===== config.mk =====
export PLATFORM = sky130hd
export DESIGN_NAME = dfi_init_seq
export DESIGN_NICKNAME = d
export VERILOG_FILES = /design/src/rtl/dfi_init_seq.sv
export SDC_FILE = /design/constraint.sdc
export NUM_CORES = 1
export LEC_CHECK = 0
export BUFFER_PORTS_ARGS = -buffer_cell sky130_fd_sc_hd__buf_2
export CORE_AREA = 2 2 68 70
export DETAILED_ROUTE_END_ITERATION = 7
export DIE_AREA = 0 0 70 72
export PLACE_DENSITY = 0.76
export SLEW_MARGIN = 10
export SYNTH_ARGS = -nofsm -noshare
export SYNTH_HDL_FRONTEND = slang
export SYNTH_SLANG_ARGS = --single-unit

===== constraint.sdc =====
create_clock -name clk_i -period 2.15 [get_ports clk_i]
set_input_delay 0.1075 -clock clk_i [delete_from_list [all_inputs] [get_ports clk_i]]
set_output_delay 0.1075 -clock clk_i [all_outputs]
set_load 0.005 [all_outputs]

===== src/rtl/dfi_init_seq.sv =====
// DFI init handshake sequencer: optional start delay, start/ack/complete handshake
// with the PHY, timeout detection, sticky status and a one-cycle completion irq.
module dfi_init_seq #(
  parameter logic AUTO_START = 1'b0,
  parameter int   CNT_W      = 16,
  parameter int   START_DLY  = 16,
  parameter int   TIMEOUT    = 65535
) (
  input  logic             clk_i,
  input  logic             rst_i,
  input  logic             sw_start_i,
  input  logic             sw_abort_i,
  input  logic             dfi_init_complete_i,
  output logic             dfi_init_start_o,
  output logic             busy_o,
  output logic             done_o,
  output logic             timeout_o,
  output logic             irq_o,
  output logic [CNT_W-1:0] cycles_o
);

  // state    | meaning
  // IDLE     | waiting for a software start
  // DELAY    | counting START_DLY cycles before requesting init
  // WAIT_ACK | start asserted, waiting for the PHY to drop complete
  // WAIT_CMP | start asserted, waiting for the PHY to raise complete
  // DONE     | last sequence completed
  // ERR      | last sequence timed out
  localparam logic [2:0] S_IDLE     = 3'd0;
  localparam logic [2:0] S_DELAY    = 3'd1;
  localparam logic [2:0] S_WAIT_ACK = 3'd2;
  localparam logic [2:0] S_WAIT_CMP = 3'd3;
  localparam logic [2:0] S_DONE     = 3'd4;
  localparam logic [2:0] S_ERR      = 3'd5;

  localparam logic [CNT_W-1:0] CNT_MAX  = '1;
  localparam logic [CNT_W-1:0] DLY_LAST = CNT_W'((START_DLY > 0) ? START_DLY - 1 : 0);
  localparam logic [CNT_W-1:0] TMO_LAST = CNT_W'(TIMEOUT - 1);
  localparam logic             DLY_ZERO = (START_DLY == 0);

  logic [2:0]       state_q, state_d;
  logic [CNT_W-1:0] cnt_q, cnt_d, cnt_inc;
  logic [CNT_W-1:0] cycles_q, cycles_d;
  logic             comp_q;
  logic             start_q, busy_q, irq_q;
  logic             done_q, done_d;
  logic             timeout_q, timeout_d;
  logic             irq_d;

  always_comb begin
    state_d   = state_q;
    cnt_d     = cnt_q;
    cycles_d  = cycles_q;
    done_d    = done_q;
    timeout_d = timeout_q;
    irq_d     = 1'b0;
    cnt_inc   = (cnt_q == CNT_MAX) ? cnt_q : cnt_q + 1'b1;

    if (sw_abort_i) begin
      state_d = S_IDLE;
      cnt_d   = '0;
    end else begin
      case (state_q)
        S_IDLE, S_DONE, S_ERR: begin
          if (sw_start_i) begin
            state_d   = DLY_ZERO ? S_WAIT_ACK : S_DELAY;
            cnt_d     = '0;
            done_d    = 1'b0;
            timeout_d = 1'b0;
          end
        end
        S_DELAY: begin
          if (DLY_ZERO || cnt_q == DLY_LAST) begin
            state_d = S_WAIT_ACK;
            cnt_d   = '0;
          end else begin
            cnt_d = cnt_inc;
          end
        end
        S_WAIT_ACK: begin
          if (!comp_q) begin
            state_d = S_WAIT_CMP;
            cnt_d   = cnt_inc;
          end else if (cnt_q == TMO_LAST) begin
            state_d   = S_ERR;
            timeout_d = 1'b1;
            irq_d     = 1'b1;
          end else begin
            cnt_d = cnt_inc;
          end
        end
        S_WAIT_CMP: begin
          // completion seen on the last allowed cycle still counts as success
          if (comp_q) begin
            state_d  = S_DONE;
            cycles_d = cnt_q;
            done_d   = 1'b1;
            irq_d    = 1'b1;
          end else if (cnt_q == TMO_LAST) begin
            state_d   = S_ERR;
            timeout_d = 1'b1;
            irq_d     = 1'b1;
          end else begin
            cnt_d = cnt_inc;
          end
        end
        default: state_d = S_IDLE;
      endcase
    end
  end

  always_ff @(posedge clk_i) begin
    if (rst_i) begin
      state_q   <= AUTO_START ? S_DELAY : S_IDLE;
      cnt_q     <= '0;
      cycles_q  <= '0;
      comp_q    <= 1'b0;
      start_q   <= 1'b0;
      busy_q    <= 1'b0;
      done_q    <= 1'b0;
      timeout_q <= 1'b0;
      irq_q     <= 1'b0;
    end else begin
      state_q   <= state_d;
      cnt_q     <= cnt_d;
      cycles_q  <= cycles_d;
      comp_q    <= dfi_init_complete_i;
      start_q   <= (state_d == S_WAIT_ACK) || (state_d == S_WAIT_CMP);
      busy_q    <= (state_d == S_DELAY) || (state_d == S_WAIT_ACK) || (state_d == S_WAIT_CMP);
      done_q    <= done_d;
      timeout_q <= timeout_d;
      irq_q     <= irq_d;
    end
  end

  assign dfi_init_start_o = start_q;
  assign busy_o           = busy_q;
  assign done_o           = done_q;
  assign timeout_o        = timeout_q;
  assign irq_o            = irq_q;
  assign cycles_o         = cycles_q;

endmodule


==> reports/metrics.cfg <==
[synthesis]
synthArstFlopShare_pct=0
synth_top_area_share_pct=39.81
syn_inst=257
synth_top_area_cell=dfxtp_1
syn_area_per_cell_sq_um=8.023
yosysWarningCount=0
synth_area_sq_um=2062
synth-main-ff-cell=dfxtp_1
synth_nets=264
synth-edff-count=0
ys_seq_area_share_pct=39.81
yosys-top-cells-area=dfxtp_1 (40%), nand2_1 (8.9%), a21oi_1 (8.3%), nand3_1 (2.9%), nor4_1 (2.7%)
synth_cell_types=51
synth-seq-cells=41

[finish]
antenna_cells=0
area_growth_pct=24.15
nets=317
final_cell_mix=nand2_1 (48), dfxtp_1 (39), a21oi_1 (34), buf_4 (34), buf_2 (25)
stdcell_area_sq_um=2560
post_layout_nonfiller_instances=362
final_common_cell=nand2_1
drive_above_1_share_pct=27.10

[placed_design]
hpwlAfterDp_microns=4389
place_area_sq_um=2439
io_buffers=25
place.gp.congestion=0.9959
dp_cells=354

[setup_path]
crit_path_max_fanout=7
cp.arrival_ns=2.26
cp-start-kind=register
cp-end-kind=register
path_class=reg -> reg
r2r_start=cnt_q[8]
required_ns=2.33
rr_endpoint=cnt_q[1]
rrSetupSlack_ns=0.07
r2r_cells=6

[clocking]
worstSkewPairLatency_ns=0.29
htreeDepth=2
clk_pin_slew_worst_paths_ns=0.08
numCtsBuffers=5
root_buffer=clkbuf_8
cts.path.max_buffers=2
clkSinkCount=41
cts_hold_buf=0
cts_tree=done

[floorplan]
core_area_sq_um=4264
die_h_microns=72
num_rows=24
initial_utilization_pct=48.36
die_area_sq_um=5040
fp.dieW_microns=70
ios=26

[routing]
finalWirelength_microns=5987
avgRoutedWirePerCell_microns=16.54
drtIter0Drc=227
vias=2188
ant_nets=0
via_per_inst=6.044
firstDrtPassIters=5
drc=0

[sta]
fin_skew_ns=0.005065
hold_viol=0
drv_slew=0
min_period_ns=2.085
finalSetupViolations=0
holdWs_ns=0.02440
fmax_mhz=479.6
tightest_slew_ns=0.5944
fin_crit_sh_pct=96.97
max_slew_margin_pct=60.38

[power]
p_total_mw=1.365
ir_worst_vdd_uv=501.9
p_per_area_nw_per_um2=533.2
p_leak_nw=0.9479

[run_status]
status=completed

[global_routing]
grt_pass1_wl_microns=9584
antenna_found_initial=0
grt_pass1_vias=1981
grt_util_all_layers_pct=24.37
grt_overflow=0
grt_start_max_net_pins=22

[worst_hold_path]
worstHoldStart=dfi_init_complete_i
hold_path_class=in -> reg
min_to=comp_q
holdPathStages=2

[job]
drv_cap=0

==> where the power goes <==
| part | switching, mW | internal [mW] | leakage [nW] |
|---|---|---|---|
| combinational | 0.0593 | 0.0348 | 0.572 |
| clock | 0.249 | 0.255 | 0.0443 |
| sequential | 0.00459 | 0.763 | 0.332 |
| total | 0.313 | 1.05 | 0.948 |
==> registers in the layout, indices dropped and copies added (netlist names) <==
name	cells
busy_o	1
cnt_q	16
comp_q	1
cycles_o	16
dfi_init_start_o	1
done_o	1
irq_o	1
state_q	3
timeout_o	1
==> timing repair <==
item	CTS	global route
resized for setup	1	6
setup buffers	0	1
endpoints found under the setup margin	1	10
endpoints found under the hold margin	0	0
==> how the worst max path moves through the flow <==
| stage | startpoint | to | depth (start not counted) |
|---|---|---|---|
| after floorplan | cnt_q[1] | cnt_q[1] | 6 |
| after global placement | cnt_q[8] | cnt_q[15] | 6 |
| after detailed placement | cnt_q[9] | cnt_q[15] | 6 |
| after CTS | cnt_q[9] | cnt_q[15] | 6 |
| after global routing | cnt_q[8] | cnt_q[15] | 6 |
| final | cnt_q[8] | cnt_q[1] | 6 |
==> cells by family after synthesis <==
group	synth area share [%]
flip-flops	39.81
multiplexers	0.4855
AND/OR/NAND/NOR	29.61
adder cells (fa/ha/maj)	1.213
buffers and inverters	4.066
AO/OA/AOI/OAI	24.82
==> critical path, cell delays in order, from the launching register on <==
cell	delay (ns)
dfxtp_1	0.33
or4_4	0.56
o41ai_4	0.34
buf_4	0.20
and2_4	0.19
o21ai_1	0.08
a32o_1	0.27
==> area by class of cell <==
class                   instances  area [sq um]
fillers                       412          1704
clock buffers                   7         86.33
flip-flops and latches         41         823.3
repair buffers                 59         380.4
well taps                      52         65.06
inverters                       6         22.52
multi-input cells             197          1182
==> cells in the mapped netlist, types with 3 or more instances <==
master    instances
a211oi_1          4
a21oi_1          34
a311oi_1          5
a31oi_1           4
and3_1            4
clkbuf_1          8
dfxtp_1          41
inv_1             6
nand2_1          49
nand3_1          12
nand4_1           5
nor2_1           10
nor3_1           10
nor4_1            9
o21ai_0           5
o31ai_1           3
or4_1             4
==> through the flow <==
| step | setup WS (ns) | setup TNS (ns) | utilization (%) |
|---|---|---|---|
| CTS | 0.04677 | 0 | 59.33 |
| finish | 0.06506 | 0 | 60.04 |
| global route | -0.01794 | -0.03303 | 60.04 |
| floorplan | 0.06670 | 0 | - |
| detailed placement | 0.004960 | 0 | 57.19 |
| global placement | 0.03655 | 0 | 57.19 |
==> per-layer routing <==
metal | wire, microns | part of all wire, % | track usage [%]
met1 | 2543 | 42 | 30.88
met4 | 148 | 2.5 | 11.75
met5 | 0 | 0 | 0
met2 | 2794 | 47 | 39.26
met3 | 501 | 8.4 | 5.972
Power figures use the tool's default switching activity.
